## config.mk

```make
export PLATFORM = sky130hd
export DESIGN_NAME = serial_add_unit_flat
export DESIGN_NICKNAME = d
export VERILOG_FILES = /design/src/rtl/serial_add_unit_if.sv /design/src/rtl/serial_add_unit.sv /design/src/flat_wrapper.sv
export SDC_FILE = /design/constraint.sdc
export NUM_CORES = 1
export LEC_CHECK = 0
export CORE_MARGIN = 4
export CORE_UTILIZATION = 35
export CTS_BUF_LIST = sky130_fd_sc_hd__clkbuf_16
export DETAILED_ROUTE_END_ITERATION = 10
export SKIP_CTS_REPAIR_TIMING = 1
export SLEW_MARGIN = 0
export SYNTH_ARGS = -nofsm -noshare
export SYNTH_HDL_FRONTEND = slang
export SYNTH_SLANG_ARGS = --single-unit
```

## constraint.sdc

```tcl
create_clock -name clk -period 1.3 [get_ports clk]
set_input_delay 0.13 -clock clk [delete_from_list [all_inputs] [get_ports clk]]
set_output_delay 0.13 -clock clk [all_outputs]
set_load 0.03 [all_outputs]
```

## src/rtl/serial_add_unit_if.sv

```systemverilog
// serial_add_unit_if: handshake and operand/result bundle for the bit-serial adder
interface serial_add_unit_if #(
    parameter int WIDTH = 8
);
    logic             en;
    logic             start;
    logic [WIDTH-1:0] A;
    logic [WIDTH-1:0] B;
    logic             cin;
    logic             busy;
    logic             done;
    logic [WIDTH-1:0] Y;
    logic             carry;

    modport master (
        output en, start, A, B, cin,
        input  busy, done, Y, carry
    );

    modport slave (
        input  en, start, A, B, cin,
        output busy, done, Y, carry
    );
endinterface

```

## src/rtl/serial_add_unit.sv

```systemverilog
// serial_add_unit: LSB-first bit-serial adder, one full-adder cell plus a carry flip-flop
module serial_add_unit #(
    parameter int WIDTH = 8
) (
    input logic               clk,
    input logic               rst_n,
    serial_add_unit_if.slave  bus
);
    localparam int CW = $clog2(WIDTH);

    typedef enum logic {IDLE, SHIFT} state_t;

    state_t           r_state;
    logic [WIDTH-1:0] r_op_a;
    logic [WIDTH-1:0] r_op_b;
    logic [WIDTH-1:0] r_res;
    logic [WIDTH-1:0] r_y;
    logic [CW-1:0]    r_cnt;
    logic             r_cff;
    logic             r_busy;
    logic             r_done;
    logic             r_carry;
    logic             w_s;
    logic             w_c;
    logic [WIDTH-1:0] w_res;

    assign w_s   = r_op_a[0] ^ r_op_b[0] ^ r_cff;
    assign w_c   = (r_op_a[0] & r_op_b[0]) | (r_op_a[0] & r_cff) | (r_op_b[0] & r_cff);
    assign w_res = {w_s, r_res[WIDTH-1:1]};

    assign bus.busy  = r_busy;
    assign bus.done  = r_done;
    assign bus.Y     = r_y;
    assign bus.carry = r_carry;

    // Control FSM and datapath: capture on start, one sum bit per enabled edge, publish on the last bit
    always_ff @(posedge clk or negedge rst_n) begin
        if (!rst_n) begin
            r_state <= IDLE;
            r_op_a  <= '0;
            r_op_b  <= '0;
            r_res   <= '0;
            r_y     <= '0;
            r_cnt   <= '0;
            r_cff   <= 1'b0;
            r_busy  <= 1'b0;
            r_done  <= 1'b0;
            r_carry <= 1'b0;
        end else if (bus.en) begin
            r_done <= 1'b0;
            if (r_state == IDLE) begin
                if (bus.start) begin
                    r_op_a  <= bus.A;
                    r_op_b  <= bus.B;
                    r_cff   <= bus.cin;
                    r_cnt   <= '0;
                    r_busy  <= 1'b1;
                    r_state <= SHIFT;
                end
            end else begin
                r_cff  <= w_c;
                r_res  <= w_res;
                r_op_a <= r_op_a >> 1;
                r_op_b <= r_op_b >> 1;
                r_cnt  <= r_cnt + CW'(1);
                if (r_cnt == CW'(WIDTH - 1)) begin
                    r_y     <= w_res;
                    r_carry <= w_c;
                    r_done  <= 1'b1;
                    r_busy  <= 1'b0;
                    r_state <= IDLE;
                end
            end
        end
    end
endmodule

```

## src/flat_wrapper.sv

```systemverilog
// flat-port wrapper written by rule: the top's interface ports become plain ports
module serial_add_unit_flat 
#(
    parameter int WIDTH = 8
)
  (clk, rst_n, bus_en, bus_start, bus_A, bus_B, bus_cin, bus_busy, bus_done, bus_Y, bus_carry);
  serial_add_unit_if #(.WIDTH(WIDTH)) bus_i ();
  input logic clk;
  input logic rst_n;
  input wire logic [$bits(bus_i.en)-1:0] bus_en;
  input wire logic [$bits(bus_i.start)-1:0] bus_start;
  input wire logic [$bits(bus_i.A)-1:0] bus_A;
  input wire logic [$bits(bus_i.B)-1:0] bus_B;
  input wire logic [$bits(bus_i.cin)-1:0] bus_cin;
  output wire logic [$bits(bus_i.busy)-1:0] bus_busy;
  output wire logic [$bits(bus_i.done)-1:0] bus_done;
  output wire logic [$bits(bus_i.Y)-1:0] bus_Y;
  output wire logic [$bits(bus_i.carry)-1:0] bus_carry;
  assign bus_i.en = bus_en;
  assign bus_i.start = bus_start;
  assign bus_i.A = bus_A;
  assign bus_i.B = bus_B;
  assign bus_i.cin = bus_cin;
  assign bus_busy = bus_i.busy;
  assign bus_done = bus_i.done;
  assign bus_Y = bus_i.Y;
  assign bus_carry = bus_i.carry;
  serial_add_unit #(.WIDTH(WIDTH)) u_core (.clk(clk), .rst_n(rst_n), .bus(bus_i));
endmodule
```

# Yosys cells after proc, flatten, opt, wreduce, memory -nomap -nowiden
# Index checks and enable logic that the tools add are counted.
# word_totals
register_bits	40
input_bits	21
output_inout_bits	11
word_cells	41
# classes
n_addsub	1
eq_ne	2
mux	16
bitwise_logic	7
reduce_logical	5
# op_table
op	n
2-to-1 mux 8 bit	4
2-to-1 mux 1 bit	10
2-to-1 mux 3 bit	2
AND reduction 3 bit	2
AND reduction 2 bit	2
adder 3 x 1 -> 3 bit (second input constant)	1
bitwise AND 1 bit	3
equality test 3 bit (second input constant)	1
inequality test 2 bit (second input constant)	1
OR 1 bit	2
nonzero test 2 bit	1
XOR 1 bit	2

# Depth between registers and ports, before layout
# Gate-level depths: netlist (run 1).
# logic_depth
word_depth	4
ltp_mapped	5
mapped_depth_nobuf	5

# Least setup slack after synthesis (run 1)
# No wires, ideal clock.
# synth_path
path_type	register to register
start	reg u_core.r_cnt[0]
end	reg u_core.r_y[0] (netlist: u_core.bus.Y[0])
setup_time_ns	0.125
arrival_ns	1.284
t_required_ns	1.175
slack_ns	-0.109
stages_incl_launch_ff	6
period_less_slack_ns	1.409
path_cell_list	dfrtp_1 -> ha_1 -> ha_1 -> nand3_2 -> buf_6 -> mux2_4
# synth_via
elab_chain_len	2
# synth_rtl
element	line	text
from (decl)	serial_add_unit.sv:18	logic [CW-1:0] r_cnt;
from (signal assigned)	serial_add_unit.sv:65	r_cnt <= r_cnt + CW'(1);
equality test 3 bit	serial_add_unit.sv:66	if (r_cnt == CW'(WIDTH - 1)) begin
AND reduction 3 bit (no source line)	--	
to (signal assigned)	serial_add_unit.sv:67	r_y <= w_res;
to (decl)	serial_add_unit.sv:17	logic [WIDTH-1:0] r_y;
# Every way passes these cells.
# A chain may end at the register's enable or synchronous reset.

# Final worst setup path (run 1)
# layout_path
start	reg u_core.r_cnt[0]
end	reg u_core.r_y[5] (netlist: u_core.bus.Y[5])
# Same word-level chain as after synthesis.

==> impl_metrics.yaml, run 1 <==
run_status:
  status: "complete, but fails checks"
  violations: "setup timing"
clock_network:
  clk_latency_ps: 280
  cts_tree: "yes"
  cts_root_buf: "clkbuf_16"
  cts.sink_count: 39
  clk_path_buf_depth: 2
  cts_inserted_buffers: 5
  cts.clk_slew.worst_paths_ps: 60
  htreeDepth: 2
critical_path:
  critPathMaxFanout: 5
  crit_type: "register to register"
  endpoint_kind: "register"
  worst_path_max_delay_cell: "dfrtp_1"
  path_buf_inv: 1
  start_kind: "register"
  crit_arrival_ps: 1590
  cp_data_required_time_ps: 1460
  path_cells: "ha_2 -> ha_4 -> nand3_4 -> clkbuf_16 -> mux2_4"
  cpLargestDelayFamily: "flip-flops"
  max_stage_delay_ps: 390
sta:
  final.setup.worst_slack_ps: -131
  maxSlewViolCount: 0
  finalSetupViolCount: 9
  fin_crit_sh: 1.10
  period_needed_ps: 1430
  grt_setup_unrepaired: "yes"
  slew_headroom: 0.670
  setup_tns_ps: -1030
  max_freq_ghz: 0.699
  hold_viol: 0
  fin_worst_skew_ps: 3.51
  worst_pin_slew_ps: 495
power:
  pwr-share-clk: 0.214
  p_per_area_nw_per_um2: 2110
  p_int_mw: 3.50
  net-switching-power_mw: 1.74
  p_total_mw: 5.24
  leakagePower_nw: 1.16
  p_comb_frac: 0.379
  peakVddDrop_mv: 0.868
  switching_share: 0.332
  power_frac_seq: 0.407
global_route:
  grt_usage: 0.133
  grt_overflow: 0
  grt_pass1_wl_mm: 6.49
  grt_pass1_vias: 1422
  antenna_found_initial: 0
  grt_max_degree: 40
die:
  start_util: 0.369
  core_um2: 4820
  num_rows: 25
  dieHeight_um: 79.3
  die_width_um: 79.3
  pin_count: 32
  dieArea_um2: 6280
logic_synthesis:
  synth_common_cells: "dfrtp_1, nor3_1, o22ai_1"
  postSynthAreaPerCell_um2: 12.2
  ys_ff_latch: 39
  yosysWarnings: 0
  synth_cell_types: 24
  syn_area_um2: 1780
  synth_most_common_cell: "dfrtp_1"
  yosys_most_used_dff: "dfrtp_1"
  synth_area_leaders: "dfrtp_1, mux2_4, o22ai_1, nor3_1, o32ai_1"
  synthArstFlopShare: 1.00
  seq_area_frac_synth: 0.549
  synth_edf_count: 0
  syn_inst: 146
  yosysTopAreaCell: "dfrtp_1"
  synth_nets: 170
  netlist.area_leader.share: 0.549
finish:
  finalNetCount: 216
  design_area_um2: 2480
  postLayoutCoreUtil: 0.515
  areaGrowthSynthToFinish_pct: 39.6
  drive_above_1_share: 0.259
  fin_cells: 260
  antenna_cells: 0
detailed_routing:
  ant_nets: 0
  first_iter_violations: 72
  firstDrtPassIters: 5
  routed_wl_mm: 3.99
  routedWlPerCell_um: 15.4
  vias_per_cell: 5.29
  routed-via-count: 1376
  drt_drc_violations_left: 0
run:
  max_cap_viol_count: 0
placement:
  placed_cell_area_um2: 2230
  dpl.hpwl_mm: 2.74
  finalWeightedCongestion: 0.810
  port_buffers: 31
  place_inst: 248
min_path:
  hold_class: "primary input to register"
final cells by class:
class	count	area (um2)
clock buffers	5	125
clock inverters	3	11.3
fillers	430	2340
inverters	2	7.51
multi-input cells	93	743
flip-flops and latches	39	976
well taps	67	83.8
repair buffers	51	534
worst min-delay path, delay by kind of cell:
family	cells	cell delay, ps
buffers and inverters	2	410
AO/OA/AOI/OAI	1	50
cells by family (layout without fill, tap and decap cells):
kind of cell	after synthesis	after routing	share of synthesized area
and+or+nand+nor	39	39	0.106
adders and majority gates	3	3	0.0254
AOI/OAI and AO/OA	35	35	0.135
DFF	39	39	0.549
muxes	16	16	0.127
buffers and inverters	14	61	0.0585
power by group through the flow:
stage | logic [mW] | registers, mW | clock network (mW)
6_report | 1.99 | 2.13 | 1.12
5_1_grt | 2.14 | 2.19 | 1.23
4_1_cts | 1.96 | 2.12 | 1.15
3_5_place_dp | 1.95 | 2.14 | 0
3_3_place_gp | 1.88 | 2.11 | 0
2_1_floorplan | 1.01 | 2.34 | 0
layout by cell type, fill, tap and decap left out, drive strengths merged:
| cell type | instances |
|---|---|
| a21oi | 1 |
| a32o | 2 |
| and2 | 1 |
| buf | 19 |
| clkbuf | 6 |
| clkdlybuf4s50 | 18 |
| clkinv | 2 |
| dfrtp | 39 |
| dlygate4sd3 | 1 |
| dlymetal6s2s | 12 |
| fa | 1 |
| ha | 2 |
| inv | 3 |
| mux2 | 16 |
| nand2 | 7 |
| nand3 | 1 |
| nor2 | 12 |
| nor3 | 16 |
| nor4b | 1 |
| o21a | 1 |
| o21ai | 8 |
| o22ai | 14 |
| o32ai | 9 |
| or2 | 1 |
per-stage QoR:
stage	worst slack (ps)	hold WS [ps]
final	-131	358
after global routing	-179	381
after CTS	-185	-73.7
after detailed placement	-327	218
after global placement	-196	204
after floorplan	-49.5	-166
flip-flops by register name, summed over array words and instances (netlist names):
| name | flops |
|---|---|
| u_core.bus.done | 1 |
| u_core.r_cnt | 3 |
| u_core.r_op_a | 8 |
| u_core.r_res | 7 |
| u_core.r_op_b | 8 |
| u_core.r_state | 1 |
| u_core.bus.busy | 1 |
| u_core.bus.carry | 1 |
| u_core.bus.Y | 8 |
| u_core.r_cff | 1 |
routing by layer:
layer	GRT usage	share of wire
met5	0	0
met4	0.0515	0.010
met3	0.0385	0.043
met2	0.208	0.48
met1	0.173	0.47
final timing paths:
kind / start / end / slack, ps / cells after the start
min in group asynchronous: rst_n / u_core.bus.Y[5] / 440 / 3
min reg2reg: u_core.r_res[1] / u_core.bus.Y[0] / 500 / 1
max reg2reg: u_core.r_cnt[0] / u_core.bus.Y[5] / -130 / 5
max in group asynchronous: rst_n / u_core.r_op_a[5] / 500 / 3
min: bus_en / u_core.bus.done / 360 / 3
max: u_core.r_cnt[0] / u_core.bus.Y[5] / -130 / 5
(Power assumes the default switching activity.)
==> run 2, diff against run 1 <==
--- a/config.mk
+++ b/config.mk
@@ -6,9 +6,10 @@
 export NUM_CORES = 1
 export LEC_CHECK = 0
 export CORE_MARGIN = 4
-export CORE_UTILIZATION = 35
+export CORE_UTILIZATION = 46
 export CTS_BUF_LIST = sky130_fd_sc_hd__clkbuf_16
 export DETAILED_ROUTE_END_ITERATION = 10
+export PLACE_DENSITY = 0.74
 export SKIP_CTS_REPAIR_TIMING = 1
 export SLEW_MARGIN = 0
 export SYNTH_ARGS = -nofsm -noshare
==> run 2 against run 1 <==
The flow still finishes with violations (setup timing). Hold slack got worse by 29 ps. Clock power about the same. Register-to-register slack improved by 30 ps. Largest cell class unchanged. Critical path depth unchanged. Sequential power about the same. Non-clock buffer count decreased by 1. Clock skew increased by 0.74 ps. First-iteration DRC count decreased by 39%. Largest power group unchanged. Die area decreased by 22%. Cell count decreased by 7.7%. Highest routed layer unchanged. Worst setup slack improved by 30 ps. Via count decreased by 6.1%.
==> impl_metrics.yaml, run 2 (synthesis gave the netlist of run 1 again) <==
run_status:
  status: "complete, but fails checks"
  violations: "setup timing"
finish:
  drive_above_1_share: 0.255
  areaGrowthSynthToFinish_pct: 37.1
  finalNetCount: 215
  nFillCells: 287
  multi_input_area_um2: 734
  postLayoutCoreUtil: 0.660
  fin_cells: 240
  mostFrequentLayoutCell: "dfrtp_1"
  regArea_um2: 976
  antenna_cells: 0
  layout_common_cells: "dfrtp_1, clkdlybuf4s50_1, nor3_1"
  design_area_um2: 2440
global_route:
  grt_max_degree: 22
  grt_overflow: 0
  antenna_found_initial: 0
  grt_pass1_vias: 1328
  grt_usage: 0.166
  grt_pass1_wl_mm: 6.35
detailed_routing:
  routed-via-count: 1292
  vias_per_cell: 5.38
  routedWlPerCell_um: 15.3
  first_iter_violations: 44
  firstDrtPassIters: 4
  routed_wl_mm: 3.68
  ant_nets: 0
  drt_drc_violations_left: 0
placement:
  finalWeightedCongestion: 0.833
  place_ws_ps: -265
  port_buffers: 31
  placed_cell_area_um2: 2210
  dpl.hpwl_mm: 2.66
  place_inst: 230
die:
  dieHeight_um: 70.2
  die_width_um: 70.2
  core_um2: 3690
  dieArea_um2: 4920
  num_rows: 22
  pin_count: 32
  start_util: 0.482
power:
  switching_share: 0.331
  pwr-share-clk: 0.220
  power_frac_seq: 0.405
  p_comb_frac: 0.375
  p_int_mw: 3.49
  p_total_mw: 5.22
  peakVddDrop_mv: 0.759
  p_per_area_nw_per_um2: 2140
  leakagePower_nw: 1.15
  net-switching-power_mw: 1.73
sta:
  fin_crit_sh: 1.08
  maxSlewViolCount: 0
  worst_pin_slew_ps: 458
  period_needed_ps: 1400
  fin_worst_skew_ps: 4.25
  hold_viol: 0
  slew_headroom: 0.695
  grt_setup_unrepaired: "yes"
  final.setup.worst_slack_ps: -101
  finalSetupViolCount: 9
  max_freq_ghz: 0.714
clock_network:
  cts_inserted_buffers: 5
  clk_path_buf_depth: 2
  clk_latency_ps: 280
  cts.clk_slew.worst_paths_ps: 60
  cts.sink_count: 39
  htreeDepth: 2
  cts_tree: "yes"
  cts_root_buf: "clkbuf_16"
critical_path:
  endpoint_kind: "register"
  start_kind: "register"
  crit_arrival_ps: 1570
  critPathMaxFanout: 5
  crit_type: "register to register"
  cp_data_required_time_ps: 1470
min_path:
  hold_class: "primary input to async pin"
run:
  max_cap_viol_count: 0
==> run 2: final timing paths <==
kind,start,depth (start not counted),endpoint,slack [ps]
min in group clk,bus_en,3,u_core.bus.carry,370
min reg2reg,u_core.bus.Y[2],1,u_core.bus.Y[2],500
min,rst_n,2,u_core.r_state,330
max in group asynchronous,rst_n,3,u_core.r_res[1],510
max,u_core.r_cnt[1],5,u_core.bus.Y[7],-100
max reg2reg,u_core.r_cnt[1],5,u_core.bus.Y[7],-100
==> run 2: final cells by class <==
| cell class | count | area share |
|---|---|---|
| Tap cell | 48 | 0.0247 |
| Clock inverter | 3 | 0.00668 |
| Clock buffer | 5 | 0.0514 |
| Multi-Input combinational cell | 93 | 0.301 |
| Sequential cell | 39 | 0.401 |
| Timing Repair Buffer | 50 | 0.212 |
| Inverter | 2 | 0.00308 |
==> run 2: layer usage <==
metal  GRT usage  share of wire  vias to the layer above
met5           0              0                        -
li1            -              -                      627
met1       0.208           0.45                      620
met4      0.0723          0.025                        0
met2       0.260           0.47                       36
met3      0.0547          0.053                        9
==> run 2: stage by stage <==
step / TNS, ps / hold WS [ps]
after detailed placement: -5340 / 105
final: -746 / 329
after global placement: -3930 / 95.3
after CTS: -2720 / -200
after global routing: -1150 / 376
after floorplan: -396 / -166
==> run 2: power by group through the flow <==
stage	logic (mW)	clock network (mW)	registers, mW
global route	2.12	1.24	2.19
detailed placement	1.94	0	2.14
floorplan	1.01	0	2.34
CTS	1.95	1.19	2.12
finish	1.95	1.15	2.12
global placement	1.86	0	2.11
==> run 2: worst max-delay path, stage by stage, from the launching register on <==
cell and delay, ps:
dfrtp_1 380, ha_2 200, ha_4 170, nand3_4 110, buf_6 130, mux2_4 290
==> run 3, diff against run 2 <==
--- a/config.mk
+++ b/config.mk
@@ -9,6 +9,7 @@
 export CORE_UTILIZATION = 46
 export CTS_BUF_LIST = sky130_fd_sc_hd__clkbuf_16
 export DETAILED_ROUTE_END_ITERATION = 10
+export MAX_ROUTING_LAYER = met4
 export PLACE_DENSITY = 0.74
 export SKIP_CTS_REPAIR_TIMING = 1
 export SLEW_MARGIN = 0
==> run 3 against run 2 <==
The flow still finishes with violations (setup timing). Fmax up 0.18%. Hold slack hardly changed. Critical path depth is the same. Clock skew is essentially flat. Sequential power about the same. Sequential share of layout area unchanged. Global-route usage rose by 0.43 points. First-iteration DRC count shrank 16%. Cell count is the same. Largest cell class unchanged. Highest routed layer unchanged.
==> impl_metrics.yaml, run 3 (synthesis gave the netlist of run 1 again) <==
critical_path:
  endpoint_kind: "register"
  reg2reg_slack_ps: -100
  crit_type: "register to register"
  crit_arrival_ps: 1560
  r2r_end: "u_core.bus.Y[7]"
  critPathMaxFanout: 5
  reg2reg_from: "u_core.r_cnt[1]"
  cp_data_required_time_ps: 1460
  start_kind: "register"
  reg2regPathDepth: 5
clock_network:
  cts_root_buf: "clkbuf_16"
  clk_path_buf_depth: 2
  cts.clk_slew.worst_paths_ps: 60
  cts.sink_count: 39
  cts_tree: "yes"
  cts_inserted_buffers: 5
  htreeDepth: 2
  clk_latency_ps: 280
die:
  start_util: 0.482
  core_um2: 3690
  num_rows: 22
  dieHeight_um: 70.2
  die_width_um: 70.2
  dieArea_um2: 4920
  pin_count: 32
detailed_routing:
  ant_nets: 0
  routedWlPerCell_um: 15.4
  routed-via-count: 1297
  routed_wl_mm: 3.70
  vias_per_cell: 5.40
  firstDrtPassIters: 4
  first_iter_violations: 37
  drt_drc_violations_left: 0
power:
  p_total_mw: 5.22
  leakagePower_nw: 1.15
  peakVddDrop_mv: 0.759
  p_per_area_nw_per_um2: 2140
placement:
  place_inst: 230
  finalWeightedCongestion: 0.846
  dpl.hpwl_mm: 2.66
  port_buffers: 31
  place_ws_ps: -265
finish:
  finalNetCount: 215
  mostFrequentLayoutCell: "dfrtp_1"
  drive_above_1_share: 0.255
  layout_common_cells: "dfrtp_1, clkdlybuf4s50_1, nor3_1"
  areaGrowthSynthToFinish_pct: 37.1
  nFillCells: 287
  postLayoutCoreUtil: 0.660
  fin_cells: 240
  antenna_cells: 0
global_route:
  grt_usage: 0.170
  grt_overflow: 0
  grt_pass1_wl_mm: 6.33
  antenna_found_initial: 0
  grt_pass1_vias: 1328
  grt_max_degree: 22
sta:
  max_freq_ghz: 0.715
  period_needed_ps: 1400
  finalSetupViolCount: 9
  maxSlewViolCount: 0
  hold_viol: 0
  final.setup.worst_slack_ps: -98.7
  grt_setup_unrepaired: "yes"
  slew_headroom: 0.695
  worst_pin_slew_ps: 457
  fin_worst_skew_ps: 4.31
  fin_crit_sh: 1.08
  hold-worst-slack_ps: 329
run:
  max_cap_viol_count: 0
run_status:
  status: "complete, but fails checks"
  violations: "setup timing"
min_path:
  hold_class: "primary input to async pin"
run 3: cell counts in the layout (fill, tap and decap cells not counted):
Identical to the previous run, type by type.
run 3: cell type report:
cell class                 count  area, um2  share of cell area
inverter                       2       7.51             0.00308
clock inverter                 3       16.3             0.00668
multi-input combinational     93        734               0.301
sequential                    39        976               0.401
timing repair buffer          50        517               0.212
clock buffer                   5        125              0.0514
tap                           48       60.1              0.0247
run 3: worst max-delay path by stage:
stage | from | endpoint | slack, ps | cells past startpoint
after global placement | bus_en | u_core.r_op_b[2] | -190 | 5
after detailed placement | bus_en | u_core.r_op_b[4] | -270 | 5
after floorplan | u_core.r_cnt[0] | u_core.bus.Y[0] | -50 | 5
after global routing | u_core.r_cnt[1] | u_core.bus.Y[7] | -150 | 5
after CTS | u_core.bus.busy | bus_busy | -170 | 1
final | u_core.r_cnt[1] | u_core.bus.Y[7] | -100 | 5
run 3: worst max-delay path: stages, from the launching register on:
cell and delay, ps:
dfrtp_1 380, ha_2 200, ha_4 170, nand3_4 110, buf_6 130, mux2_4 290
run 3: through the flow:
stage	setup TNS [ps]	instance area, um2
after global routing	-1150	2440
after detailed placement	-5340	2210
final	-723	2440
after global placement	-3930	2210
after CTS	-2720	2350
after floorplan	-396	1790
run 3: where the power goes:
part	internal [mW]	switching, mW
clock	0.698	0.449
combinational	1.06	0.895
sequential	1.73	0.382
total	3.49	1.73
run 3: metal layers:
metal  vias up  GRT usage  routed length (um)
met5         -          -                   0
met3         7     0.0518                 189
met1       623      0.209                1660
met2        40      0.260                1770
met4         0     0.0723                  70
li1        627          -                   -
